File: src/rtl/cpu_out_uart.sv
// Captures CPU result values into a small FIFO and sends each one over UART
// as four uppercase hex characters followed by CR LF (8N1, LSB first).
module cpu_out_uart #(
  parameter int CLK_HZ      = 48000000,
  parameter int BAUD        = 115200,
  parameter int BAUD_DIV    = CLK_HZ / BAUD,
  parameter int DEPTH       = 4,
  parameter bit CHANGE_ONLY = 1'b1
) (
  input  logic                     clk,
  input  logic                     rst,
  input  logic [15:0]              data,
  input  logic                     valid,
  output logic                     tx,
  output logic                     busy,
  output logic                     overflow,
  output logic [$clog2(DEPTH):0]   level
);

  localparam int AW = $clog2(DEPTH);
  localparam int CW = $clog2(BAUD_DIV);
  localparam logic [AW:0] FULL = (AW+1)'(DEPTH);
  localparam logic [CW-1:0] BIT_LAST = CW'(BAUD_DIV - 1);

  typedef enum logic [1:0] {IDLE, START, DATA, STOP} state_t;

  state_t          state;
  logic [15:0]     mem [DEPTH];
  logic [AW-1:0]   wr_ptr;
  logic [AW-1:0]   rd_ptr;
  logic [15:0]     last;
  logic            have_last;
  logic [15:0]     frame;
  logic [2:0]      char_idx;
  logic [2:0]      bit_idx;
  logic [CW-1:0]   baud_cnt;
  logic            pop;
  logic            push_req;
  logic            push_ok;
  logic            bit_end;
  logic [7:0]      cur_char;

  function automatic logic [7:0] hex_char(input logic [3:0] n);
    return (n < 4'd10) ? (8'h30 + {4'h0, n}) : (8'h37 + {4'h0, n});
  endfunction

  assign pop      = (state == IDLE) && (level != '0);
  assign push_req = valid && (!CHANGE_ONLY || !have_last || (data != last));
  // A full FIFO still accepts a push when the head leaves in the same cycle.
  assign push_ok  = push_req && ((level < FULL) || pop);
  assign bit_end  = (baud_cnt == BIT_LAST);
  assign busy     = (state != IDLE);

  always_comb begin
    cur_char = 8'h0A;
    case (char_idx)
      3'd0:    cur_char = hex_char(frame[15:12]);
      3'd1:    cur_char = hex_char(frame[11:8]);
      3'd2:    cur_char = hex_char(frame[7:4]);
      3'd3:    cur_char = hex_char(frame[3:0]);
      3'd4:    cur_char = 8'h0D;
      default: cur_char = 8'h0A;
    endcase
  end

  always_ff @(posedge clk) begin
    if (push_ok) mem[wr_ptr] <= data;
  end

  always_ff @(posedge clk or negedge rst) begin
    if (!rst) begin
      wr_ptr    <= '0;
      rd_ptr    <= '0;
      level     <= '0;
      last      <= '0;
      have_last <= 1'b0;
      overflow  <= 1'b0;
    end else begin
      if (push_ok) begin
        wr_ptr    <= wr_ptr + 1'b1;
        last      <= data;
        have_last <= 1'b1;
      end
      if (push_req && !push_ok) overflow <= 1'b1;
      if (pop) rd_ptr <= rd_ptr + 1'b1;
      if (push_ok && !pop)      level <= level + 1'b1;
      else if (!push_ok && pop) level <= level - 1'b1;
    end
  end

  // tx is registered from the current state, so the line lags the FSM by one cycle.
  always_ff @(posedge clk or negedge rst) begin
    if (!rst) begin
      state    <= IDLE;
      tx       <= 1'b1;
      frame    <= '0;
      char_idx <= '0;
      bit_idx  <= '0;
      baud_cnt <= '0;
    end else begin
      case (state)
        IDLE: begin
          tx <= 1'b1;
          if (pop) begin
            frame    <= mem[rd_ptr];
            char_idx <= '0;
            baud_cnt <= '0;
            state    <= START;
          end
        end
        START: begin
          tx <= 1'b0;
          if (bit_end) begin
            baud_cnt <= '0;
            bit_idx  <= '0;
            state    <= DATA;
          end else begin
            baud_cnt <= baud_cnt + 1'b1;
          end
        end
        DATA: begin
          tx <= cur_char[bit_idx];
          if (bit_end) begin
            baud_cnt <= '0;
            if (bit_idx == 3'd7) state <= STOP;
            else bit_idx <= bit_idx + 1'b1;
          end else begin
            baud_cnt <= baud_cnt + 1'b1;
          end
        end
        STOP: begin
          tx <= 1'b1;
          if (bit_end) begin
            baud_cnt <= '0;
            if (char_idx == 3'd5) begin
              state <= IDLE;
            end else begin
              char_idx <= char_idx + 1'b1;
              state    <= START;
            end
          end else begin
            baud_cnt <= baud_cnt + 1'b1;
          end
        end
        default: state <= IDLE;
      endcase
    end
  end

endmodule

File: config.mk
export PLATFORM = sky130hd
export DESIGN_NAME = cpu_out_uart
export DESIGN_NICKNAME = d
export VERILOG_FILES = /design/src/rtl/cpu_out_uart.sv
export SDC_FILE = /design/constraint.sdc
export NUM_CORES = 1
export LEC_CHECK = 0
export ABC_CLOCK_PERIOD_IN_PS = 4600
export CORE_AREA = 2 2 99 101
export CTS_CLUSTER_SIZE = 28
export DETAILED_ROUTE_END_ITERATION = 7
export DIE_AREA = 0 0 101 103
export GPL_ROUTABILITY_DRIVEN = 1
export MAX_ROUTING_LAYER = met4
export PLACE_DENSITY_LB_ADDON = 0.3
export RECOVER_POWER = 100
export SETUP_SLACK_MARGIN = 0.05
export SLEW_MARGIN = 20
export SYNTH_ARGS = -nofsm -noshare
export SYNTH_HDL_FRONTEND = slang
export SYNTH_SLANG_ARGS = --single-unit
File: constraint.sdc
create_clock -name clk -period 4.6 [get_ports clk]
set_input_delay 0.69 -clock clk [delete_from_list [all_inputs] [get_ports clk]]
set_output_delay 0.69 -clock clk [all_outputs]
set_load 0.03 [all_outputs]
# --- Word-level counts from Yosys, hierarchy flattened ---
# Memories as Yosys holds them, arrays and structs flattened. A register that Yosys moved wholly into a read port is not among the register bits.
# Index checks and enable logic that the tools add are counted.
word_totals:
  regBits: 43
  latchBits: 0
  ram_bits: 64
  romBits: 0
  inputBits: 19
  wordCells: 106
  n_memories: 1
memory_table:
  columns: ["name", "depth", "width", "read_ports", "rd_ports_with_merged_regs", "write_ports", "line", "text"]
  rows:
  - ["mem", 4, 16, 1, 1, 1, "28", "logic [15:0] mem [DEPTH];"]
op_classes:
  addsub: 15
  multipliers: 0
  div_mod_pow: 0
  n_lt_le_gt_ge: 6
  eq_ne: 18
  shifts: 0
  n_mux: 30
  n_bitwise: 0
  n_reduce_logical: 25
op_table:
  columns: ["operator", "n"]
  rows:
  - ["adder 6 x 4 -> 7 bit (first input constant)", 8]
  - ["one-hot mux 7 bit (5 select lines)", 1]
  - ["2-to-1 mux 7 bit", 4]
  - ["2-to-1 mux 3 bit", 8]
  - ["2-to-1 mux 9 bit", 2]
  - ["one-hot mux 9 bit (2 select lines)", 1]
  - ["less-than comparator 4 bit (second input constant)", 4]
  - ["!= test 16 bit", 1]
  - ["!= test 2 bit (second input constant)", 7]
  - ["one-hot mux 3 bit (2 select lines)", 2]
  - ["2-to-1 mux 2 bit", 5]
  - ["adder 3 x 1 -> 3 bit (second input constant)", 3]
  - ["adder 9 x 1 -> 9 bit (second input constant)", 1]
  - ["== test 3 bit (second input constant)", 3]
  - ["== test 9 bit (second input constant)", 1]
  - ["one-hot mux 2 bit (4 select lines)", 1]
  - ["AND reduction 4 bit", 2]
  - ["nonzero test 2 bit", 4]
  - ["== test 3 x 2 -> 1 bit (second input constant)", 2]
  - ["logical AND 1 bit", 6]
  - ["AND reduction 5 bit", 1]
  - ["adder 2 x 1 -> 2 bit (second input constant)", 2]
  - ["== test 2 bit (second input constant)", 2]
  - ["logical NOT 1 bit", 4]
  - ["15 further kinds", 19]

# --- Depth between registers and ports, before layout ---
# Gate-level depths: netlist of run 1.
logic_depth:
  ltp_word: 8
  depth_mapped: 14
  ltp_nobuf: 12

# --- Least setup slack after synthesis of run 1 ---
# No wires, ideal clock.
synth_timing:
  path_type: "input-to-reg"
  startpoint: "in data[7]"
  endpoint: "reg level[1]"
  setup_time_ns: 0.125
  arrival_ns: 2.638
  required_time_ns: 4.475
  slack_ns: 1.837
  cell_stages: 12
  cell_sequence: "xor2_1 nor4_1 nand4_1 o21ai_1 nand2b_1 buf_6 buf_8 inv_1 ha_1 inv_1 fa_1 mux2_2"
synth_via:
  elab_chain_cells: 7
  word_cells_on_any_way: 9
  cone_classes: "eq/ne (1); mux (1); reduce/logical (7)"
synth_lines:
  columns: ["item", "line", "text"]
  rows:
  - ["from (decl)", "12", "input logic [15:0] data,"]
  - ["!= test 16 bit (*)", "48", "assign push_req = valid && (!CHANGE_ONLY || !have_last || (data != last));"]
  - ["logical OR 1 bit (*)", "48", null]
  - ["logical AND 1 bit (*)", "48", null]
  - ["logical AND 1 bit (*)", "50", "assign push_ok = push_req && ((level < FULL) || pop);"]
  - ["via push_ok", "39", "logic push_ok;"]
  - ["logical NOT 1 bit", "87", "else if (!push_ok && pop) level <= level - 1'b1;"]
  - ["logical AND 1 bit", "87", null]
  - ["nonzero test 2 bit (no source line)", null, null]
  - ["to (signal assigned)", "86", "if (push_ok && !pop) level <= level + 1'b1;"]
  - ["to (signal assigned)", "87", null]
  - ["to (decl)", "17", "output logic [$clog2(DEPTH):0] level"]
# Mark *: on every way through the listed nets, which the timed path passes. The rest lies on a longest branch.
# A chain may end at the register's enable or synchronous reset.

# --- Worst setup path in the final report of run 1 ---
layout_timing:
  startpoint: "in data[7]"
  endpoint: "mem mem[2][2], enable pin"
layout_via:
  elab_chain_cells: 6
layout_lines:
  columns: ["item", "line", "text"]
  rows:
  - ["!= test 16 bit", "48", null]
  - ["logical OR 1 bit", "48", null]
  - ["logical AND 1 bit", "48", null]
  - ["logical AND 1 bit", "50", null]
  - ["2-to-1 mux 1 bit", "67", "if (push_ok) mem[wr_ptr] <= data;"]
  - ["2-to-1 mux 1 bit (not written as such)", "67", null]
  - ["to (decl)", "28", null]
# No other way between the ends.

==> results of run 1 <==
worst paths after layout:
path / slack, ns / cells after the start / from / to
hold / removal: 0.35 / 2 / rst / frame[0]
setup / recovery: 1.31 / 9 / data[7] / mem[2][2]
max in group asynchronous: 3.70 / 2 / rst / rd_ptr[0]
min in group clk: 0.48 / 1 / overflow / overflow
setup reg to reg: 1.74 / 8 / state[0] / mem[2][2]
hold reg to reg: 0.48 / 1 / overflow / overflow
registers in the layout (all words and copies together), names as in the netlist:
signal,flops
mem,64
baud_cnt,9
frame,16
level,3
rd_ptr,2
wr_ptr,2
state,2
overflow,1
bit_idx,3
tx,1
char_idx,3
have_last,1
last,16
routing by layer:
| layer | wire, um | track usage [%] | up-vias |
|---|---|---|---|
| li1 | - | - | 1642 |
| met1 | 4633 | 29.07 | 1768 |
| met2 | 5554 | 39.08 | 73 |
| met3 | 394 | 5.966 | 12 |
| met4 | 127 | 8.524 | 0 |
| met5 | 0 | - | - |
cell usage after synthesis (2+ instances only):
cell type	instances	share of area [%]
edfxtp_1	64	33
nor3_1	3	0.26
o22ai_1	3	0.32
clkbuf_1	5	0.32
a21boi_0	2	0.26
o21ai_1	2	0.17
mux2_2	22	4.2
a31oi_1	2	0.21
mux2_4	13	3.3
o21ai_0	30	2.6
and3_1	3	0.32
xnor2_1	9	1.3
a22oi_1	6	0.77
mux2i_1	2	0.34
nand2b_1	9	0.96
and4b_1	4	0.68
mux4_2	16	6.1
nor2_1	13	0.83
o211ai_1	2	0.26
xor2_1	19	2.8
dfrtp_1	58	25
a211oi_1	2	0.26
inv_1	30	1.9
buf_2	4	0.34
a21o_1	2	0.26
nand4_1	3	0.32
nand3_1	4	0.34
nor4_1	3	0.32
a21oi_1	10	0.85
nor2b_1	7	0.75
nand2_1	18	1.2
ha_1	21	4.5
power breakdown:
part	leakage (nW)	internal, mW	switching (mW)
Clock	0.274	0.775	0.493
Sequential	1.30	1.17	0.00678
Combinational	1.03	0.0237	0.0333
layout make-up:
type | count | area share [%]
inverters | 30 | 1.679
clock inverters | 13 | 2.165
well taps | 114 | 2.127
clock buffers | 19 | 6.288
repair buffers | 31 | 4.012
multi-input cells | 256 | 33.01
flip-flops and latches | 123 | 50.72
through the flow:
stage,cells,power [mW],hold WS [ns],worst slack [ns]
global placement,554,1.259,0.4508,1.143
detailed placement,554,1.262,0.4522,1.087
global route,586,2.576,0.4065,1.100
floorplan,422,1.219,0.3944,1.837
CTS,586,2.525,0.3553,1.562
finish,586,2.501,0.3463,1.313
kinds of logic after synthesis:
logic type,share of synthesized area [%]
AND/OR/NAND/NOR,7.714
XOR/XNOR,4.177
flip-flops,57.89
multiplexers,14.02
AO/OA/AOI/OAI,7.884
adder cells (fa/ha/maj),4.816
buffers and inverters,3.495
worst register-to-register path, cell delays in order (launching register included):
cell and delay, ns:
dfrtp_1 0.43, inv_1 0.15, ha_1 0.32, inv_1 0.19, nand2_1 0.15, nand2b_1 0.08, buf_4 0.23, nor2_1 0.12
clkbuf_1 0.80
==> flow_metrics.py, run 1 <==
metrics = {
    "synthesis": {
        "synth_warnings": 0,
        "ys.flop_type": "edfxtp_1",
        "ys_types": 63,
        "synthArstFlopShare_pct": 47.97,
        "synth_seq_cells": 123,
        "synth-edff-count": 64,
        "syn_area_mm2": 0.005872,
        "synth_cells": 422,
        "syn_nets": 463,
        "synth-seq-area-share_pct": 57.89,
        "syn_avg_cell_area_um2": 13.91,
    },
    "critical_path": {
        "cp_num_buf_inv": 3,
        "critPathRequiredTime_ns": 4.70,
        "slowest_stage": "dlygate4sd3_1",
        "cp_max_fo": 23,
        "cp-start-kind": "input pin",
        "path_delay_family": "buffers and inverters",
        "critPathArrivalTime_ns": 3.39,
        "crit_chain": "dlygate4sd3_1 > xor2_1 > nor4_1 > nand4_1 > o21ai_0 > nand2b_1 > buf_4 > nor2_1 > clkbuf_1",
        "cp-end-kind": "register",
        "crit_type": "input pin to register",
        "max_stage_delay_ns": 0.65,
    },
    "floorplan": {
        "die_y_um": 103,
        "io_pins": 25,
        "rows": 36,
        "initial_utilization_pct": 62.08,
        "core_area_mm2": 0.009459,
        "dieArea_mm2": 0.01040,
        "die_w_um": 101,
    },
    "timing": {
        "fmax_ghz": 0.3043,
        "min_period_ns": 3.287,
        "slew-limit-headroom_pct": 28.70,
        "finalSetupTns_ns": 0,
        "clock_skew_ns": 0.009826,
        "timing.final.crit_share_pct": 71.45,
        "rsz0062_at_grt": "no",
        "finalMaxSlewViolations": 0,
        "setup_viol_count_final": 0,
        "worst_slew_pin_slew_ns": 1.069,
        "hold_violations": 0,
    },
    "clocking": {
        "htreeDepth": 4,
        "cts_tree": "built",
        "cts-root-buf": "clkbuf_8",
        "cts_sinks": 123,
        "path_clk_slew_ns": 0.06,
        "clockBufferDepth": 2,
        "insertion_delay_ns": 0.52,
        "numCtsBuffers": 17,
        "cts_resized": 0,
        "postCtsSetupRepairBufs": 0,
        "hold_buffers": 0,
    },
    "drt": {
        "vias_per_cell": 5.964,
        "wl_per_cell_um": 18.27,
        "drcViolationCount": 0,
        "ant_nets": 0,
        "num_vias": 3495,
        "drtIter0Drc": 178,
        "wirelength_um": 10710,
        "first_pass_iters": 4,
    },
    "place": {
        "dp.final_hpwl_um": 6665,
        "post_dp_cell_area_mm2": 0.006210,
        "io_buffers": 24,
        "gp_congestion": 0.8632,
    },
    "cells_and_area": {
        "mostFrequentLayoutCells": "edfxtp_1, dfrtp_1, o21ai_0",
        "drive_above_1_share_pct": 15.89,
        "syn2layout_area_growth_pct": 14.19,
        "nNetsFinal": 500,
        "stdcell_area_mm2": 0.006705,
        "multi_input_comb_area_mm2": 0.002213,
        "final-seq-area_mm2": 0.003401,
        "final_common_cell": "edfxtp_1",
        "post-route-util_pct": 70.89,
        "antenna_cells": 0,
        "nFillCells": 649,
    },
    "grt": {
        "grt_pass1_vias": 3557,
        "grt_overflow_total": 0,
        "grtUsageTotal_pct": 23.83,
        "grt_max_degree": 60,
        "grt_first_pass_wirelength_um": 17850,
        "antenna_found_initial": 0,
    },
    "flow_run": {
        "cap_viol_max_count": 0,
    },
    "hold_path": {
        "min-delay-path-class": "input pin to async pin",
    },
    "status": {
        "status": "finished, final reports clean",
    },
    "power": {
        "powerDensity_mw_per_mm2": 372.9,
        "p_leak_nw": 2.605,
        "peakVddDrop_v": 0.0003698,
    },
}
Power figures use the tool's default switching activity.
==> run 2, diff against run 1 <==
--- a/config.mk
+++ b/config.mk
@@ -5,11 +5,11 @@
 export SDC_FILE = /design/constraint.sdc
 export NUM_CORES = 1
 export LEC_CHECK = 0
-export ABC_CLOCK_PERIOD_IN_PS = 4600
-export CORE_AREA = 2 2 99 101
+export ABC_CLOCK_PERIOD_IN_PS = 3200
+export CORE_AREA = 2 2 102 104
 export CTS_CLUSTER_SIZE = 28
 export DETAILED_ROUTE_END_ITERATION = 7
-export DIE_AREA = 0 0 101 103
+export DIE_AREA = 0 0 104 106
 export GPL_ROUTABILITY_DRIVEN = 1
 export MAX_ROUTING_LAYER = met4
 export PLACE_DENSITY_LB_ADDON = 0.3
==> constraint.sdc (replaced) <==
create_clock -name clk -period 3.2 [get_ports clk]
set_input_delay 0.48 -clock clk [delete_from_list [all_inputs] [get_ports clk]]
set_output_delay 0.48 -clock clk [all_outputs]
set_load 0.03 [all_outputs]
==> run 2 against run 1 <==
The run now ends with max-capacitance violations, max-slew violations left. Clock power is 47% higher. Sequential share of layout area is 0.90 points lower. Largest power group unchanged. Die area up 6.0%.
==> flow_metrics.py, run 2 (synthesis results as in run 1) <==
metrics = {
    "grt": {
        "antenna_found_initial": 0,
        "grtUsageTotal_pct": 21.99,
        "grt_pass1_vias": 3578,
        "global_route.usage.met1_pct": 26.18,
        "grt_max_degree": 31,
        "busiest_layer": "met2",
        "grtUsageMet3_pct": 6.254,
        "grt_overflow_total": 0,
        "grt_first_pass_wirelength_um": 17940,
        "globalRouteMet2Util_pct": 35.81,
    },
    "cells_and_area": {
        "antenna_cells": 0,
        "nNetsFinal": 515,
        "top_register": "mem",
        "mostFrequentLayoutCells": "edfxtp_1, dfrtp_1, o21ai_0",
        "nFillCells": 745,
        "syn2layout_area_growth_pct": 16.22,
        "reg.largest.list": "mem x64, frame x16, last x16",
        "final_common_cell": "edfxtp_1",
        "instances_no_fill": 623,
        "largest_reg_flops": 64,
        "drive_above_1_share_pct": 15.61,
    },
    "timing": {
        "clock_skew_ns": 0.007162,
        "worst_slew_pin_slew_ns": 1.806,
        "timing.final.crit_share_pct": 88.61,
        "rsz0062_at_grt": "no",
        "hold_violations": 0,
        "finalMaxSlewViolations": 30,
        "min_period_ns": 2.835,
        "setup_viol_count_final": 0,
        "fmax_ghz": 0.3527,
        "slew-limit-headroom_pct": -20.40,
    },
    "drt": {
        "ant_nets": 0,
        "drcViolationCount": 0,
        "drtIter0Drc": 160,
        "wl_per_cell_um": 16.79,
        "vias_per_cell": 5.631,
        "num_vias": 3508,
        "wirelength_um": 10460,
        "first_pass_iters": 4,
    },
    "power": {
        "peakVddDrop_v": 0.0004250,
        "p_leak_nw": 2.643,
        "powerDensity_mw_per_mm2": 534.9,
        "p_sw_share_pct": 20.02,
        "p_comb_share_pct": 2.5,
        "power_mw": 3.650,
        "p_clk_share_pct": 51.2,
        "seq_power_share_pct": 46.3,
        "p_int_mw": 2.919,
        "p_sw_mw": 0.7308,
    },
    "floorplan": {
        "dieArea_mm2": 0.01102,
        "die_w_um": 104,
        "core_area_mm2": 0.01000,
        "rows": 37,
        "initial_utilization_pct": 58.72,
        "io_pins": 25,
        "die_y_um": 106,
    },
    "critical_path": {
        "cp_max_fo": 2,
        "crit_type": "input pin to register",
        "critPathRequiredTime_ns": 3.60,
        "cp-end-kind": "register",
        "critPathArrivalTime_ns": 3.24,
        "cp-start-kind": "input pin",
    },
    "clocking": {
        "cts_tree": "built",
        "postCtsSetupRepairBufs": 0,
        "path_clk_slew_ns": 0.06,
        "clockBufferDepth": 2,
        "htreeDepth": 4,
        "cts-root-buf": "clkbuf_8",
        "cts_resized": 0,
        "numCtsBuffers": 17,
        "insertion_delay_ns": 0.52,
        "hold_buffers": 0,
        "cts_sinks": 123,
    },
    "place": {
        "dp_cells": 591,
        "dp.final_hpwl_um": 6885,
        "io_buffers": 24,
        "gp_congestion": 0.9116,
    },
    "status": {
        "status": "complete, but fails checks",
        "violations": "max-capacitance violations, max-slew violations",
    },
    "flow_run": {
        "cap_viol_max_count": 1,
    },
    "hold_path": {
        "min-delay-path-class": "input pin to async pin",
    },
}
run 2: cell count changes in the layout (fill, tap and decap cells not counted), moves of 2 or more:
cell	before	now
clkbuf_1	7	18
clkinvlp_4	2	4
clkbuf_2	0	4
clkinv_4	4	1
run 2: final timing paths:
path	start	end	slack, ns	depth (start not counted)
min	rst	frame[5]	0.44	1
max reg2reg	last[7]	level[1]	0.49	10
min reg2reg	have_last	have_last	0.47	1
max in group asynchronous	rst	last[1]	1.71	1
min in group clk	have_last	have_last	0.47	1
max	data[4]	level[1]	0.36	11
run 2: power by group through the flow:
| stage | logic (mW) | registers [mW] | clock network [mW] |
|---|---|---|---|
| 5_1_grt | 0.102 | 1.69 | 1.97 |
| 3_3_place_gp | 0.105 | 1.72 | 0 |
| 6_report | 0.0896 | 1.69 | 1.87 |
| 2_1_floorplan | 0.0322 | 1.72 | 0 |
| 3_5_place_dp | 0.110 | 1.72 | 0 |
| 4_1_cts | 0.111 | 1.69 | 1.90 |
run 2: metal layers:
metal	share of wire (%)	up-vias
li1	-	1671
met2	51	72
met3	3.8	17
met1	44	1748
met5	0	-
met4	1.5	0
run 2: final cells by class:
class | instances | area, um^2 | share of cell area [%]
clock buffer | 20 | 435.4 | 6.381
inverter | 30 | 112.6 | 1.650
sequential | 123 | 3400 | 49.82
timing repair buffer | 46 | 345.3 | 5.061
clock inverter | 12 | 147.6 | 2.164
tap | 136 | 170.2 | 2.494
multi-input combinational | 256 | 2213 | 32.43
run 2: metrics by stage:
step	utilization (%)	setup TNS (ns)	hold slack [ns]	setup slack, ns	cell area (um^2)
after floorplan	-	0	0.1844	0.5020	5872
after global placement	63.63	0	0.4492	0.0001226	6362
after detailed placement	63.63	-0.0009686	0.4554	-0.0009686	6362
after CTS	69.46	0	0.03537	0.3862	6945
after global routing	68.24	0	0.5086	0.2459	6824
final	68.24	0	0.4430	0.3646	6824
run 2: critical path, stage by stage:
cell,delay [ns]
dlygate4sd3_1,0.58
xor2_1,0.16
nor4_1,0.43
nand4_1,0.21
o21ai_0,0.24
nand2b_1,0.17
inv_1,0.05
ha_1,0.19
inv_1,0.07
fa_1,0.39
mux2_2,0.26
==> run 3, diff against run 2 <==
--- a/config.mk
+++ b/config.mk
@@ -6,16 +6,16 @@
 export NUM_CORES = 1
 export LEC_CHECK = 0
 export ABC_CLOCK_PERIOD_IN_PS = 3200
-export CORE_AREA = 2 2 102 104
+export CORE_AREA = 4 4 104 106
 export CTS_CLUSTER_SIZE = 28
 export DETAILED_ROUTE_END_ITERATION = 7
-export DIE_AREA = 0 0 104 106
+export DIE_AREA = 0 0 108 110
 export GPL_ROUTABILITY_DRIVEN = 1
 export MAX_ROUTING_LAYER = met4
 export PLACE_DENSITY_LB_ADDON = 0.3
 export RECOVER_POWER = 100
 export SETUP_SLACK_MARGIN = 0.05
-export SLEW_MARGIN = 20
+export SLEW_MARGIN = 15
 export SYNTH_ARGS = -nofsm -noshare
 export SYNTH_HDL_FRONTEND = slang
 export SYNTH_SLANG_ARGS = --single-unit
==> run 3 against run 2 <==
The flow still finishes with violations (max-capacitance violations, max-slew violations). Via count grew 1.2%. First-iteration DRC count grew 49%. Critical path type unchanged. Clock power shrank 5%. Setup slack lost 0.10 ns. Critical path depth is the same. Maximum frequency shrank 3.4%. Largest cell class unchanged. Hold slack gained 0.037 ns.
==> flow_metrics.py, run 3 (synthesis results as in run 1) <==
metrics = {
    "place": {
        "io_buffers": 24,
        "dp_cells": 591,
        "dp.final_hpwl_um": 7237,
        "gp_congestion": 0.8592,
    },
    "timing": {
        "worst_slew_pin_slew_ns": 2.553,
        "clock_skew_ns": 0.01737,
        "fmax_ghz": 0.3407,
        "whs_ns": 0.4804,
        "finalSetupTns_ns": 0,
        "finalMaxSlewViolations": 46,
        "setup_viol_count_final": 0,
        "timing.final.crit_share_pct": 91.73,
        "hold_violations": 0,
        "slew-limit-headroom_pct": -70.19,
        "rsz0062_at_grt": "no",
        "min_period_ns": 2.935,
    },
    "cells_and_area": {
        "nFillCells": 692,
        "nNetsFinal": 518,
        "largest_reg_flops": 64,
        "instances_no_fill": 623,
        "mostFrequentLayoutCells": "edfxtp_1, dfrtp_1, inv_1, o21ai_0",
        "multi_input_comb_area_mm2": 0.002213,
        "top_register": "mem",
        "antenna_cells": 0,
        "reg.largest.list": "mem x64, frame x16, last x16",
        "syn2layout_area_growth_pct": 15.64,
        "post-route-util_pct": 69.47,
        "drive_above_1_share_pct": 16.33,
        "final-seq-area_mm2": 0.003400,
        "final_common_cell": "edfxtp_1",
    },
    "grt": {
        "grtUsageTotal_pct": 22.04,
        "grt_max_degree": 46,
        "antenna_found_initial": 0,
        "grt_overflow_total": 0,
        "grt_first_pass_wirelength_um": 19150,
        "grt_pass1_vias": 3791,
    },
    "drt": {
        "wirelength_um": 10960,
        "drtIter0Drc": 238,
        "first_pass_iters": 5,
        "wl_per_cell_um": 17.59,
        "vias_per_cell": 5.698,
        "drcViolationCount": 0,
        "ant_nets": 0,
        "num_vias": 3550,
    },
    "hold_path": {
        "hold_path_depth": 1,
        "min-delay-path-class": "register to register",
    },
    "critical_path": {
        "crit_type": "input pin to register",
        "cp_max_fo": 2,
        "ff2ff_path_depth": 10,
        "critPathArrivalTime_ns": 3.35,
        "critPathRequiredTime_ns": 3.61,
        "cp-end-kind": "register",
        "cp-start-kind": "input pin",
    },
    "clocking": {
        "clockBufferDepth": 2,
        "path_clk_slew_ns": 0.06,
        "numCtsBuffers": 17,
        "cts-root-buf": "clkbuf_8",
        "insertion_delay_ns": 0.52,
        "htreeDepth": 4,
        "postCtsSetupRepairBufs": 0,
        "cts_sinks": 123,
        "cts_tree": "built",
        "cts_resized": 0,
        "hold_buffers": 0,
    },
    "flow_run": {
        "cap_viol_max_count": 1,
    },
    "floorplan": {
        "die_y_um": 110,
        "rows": 36,
        "initial_utilization_pct": 60.07,
        "dieArea_mm2": 0.01188,
        "core_area_mm2": 0.009774,
        "io_pins": 25,
        "die_w_um": 108,
    },
    "status": {
        "violations": "max-capacitance violations, max-slew violations",
        "status": "complete, but fails checks",
    },
    "power": {
        "peakVddDrop_v": 0.0003918,
        "powerDensity_mw_per_mm2": 523.7,
        "p_leak_nw": 2.629,
    },
}
run 3: worst paths after layout:
check | start | endpoint | slack, ns
max | data[7] | level[1] | 0.26
min | have_last | have_last | 0.48
max reg2reg | last[7] | level[1] | 0.38
min reg2reg | have_last | have_last | 0.48
max in group asynchronous | rst | bit_idx[1] | 0.98
min in group asynchronous | rst | frame[5] | 0.75
run 3: power by group:
part | internal [mW] | switching, mW
Sequential | 1.68 | 0.00971
Clock | 1.04 | 0.736
Combinational | 0.0382 | 0.0525
run 3: metal layers:
layer | wire [um] | GRT usage [%]
met1 | 4917 | 27.36
met2 | 5461 | 36.01
met3 | 333 | 4.776
met4 | 244 | 8.386
met5 | 0 | -
run 3: layout make-up:
class	count	share of cell area, %
Sequential cell	123	50.06
Multi-Input combinational cell	256	32.60
Clock buffer	17	6.099
Timing Repair Buffer	49	5.067
Tap cell	133	2.451
Clock inverter	15	2.064
Inverter	30	1.658
run 3: worst max-delay path: stages:
cell and delay [ns]:
dlygate4sd3_1 0.57, xor2_1 0.15, nor4_1 0.53, nand4_1 0.20
o21ai_1 0.21, nand2b_1 0.17, inv_1 0.05, ha_1 0.21
inv_1 0.09, fa_1 0.41, mux2_2 0.27
run 3: metrics by stage:
step	total power, mW	setup slack, ns	cell area (um^2)
after floorplan	1.753	0.5020	5872
after global placement	1.827	0.02536	6419
after detailed placement	1.833	-0.08096	6419
after CTS	3.600	0.4064	6973
after global routing	3.683	0.1766	6790
final	3.556	0.2648	6790
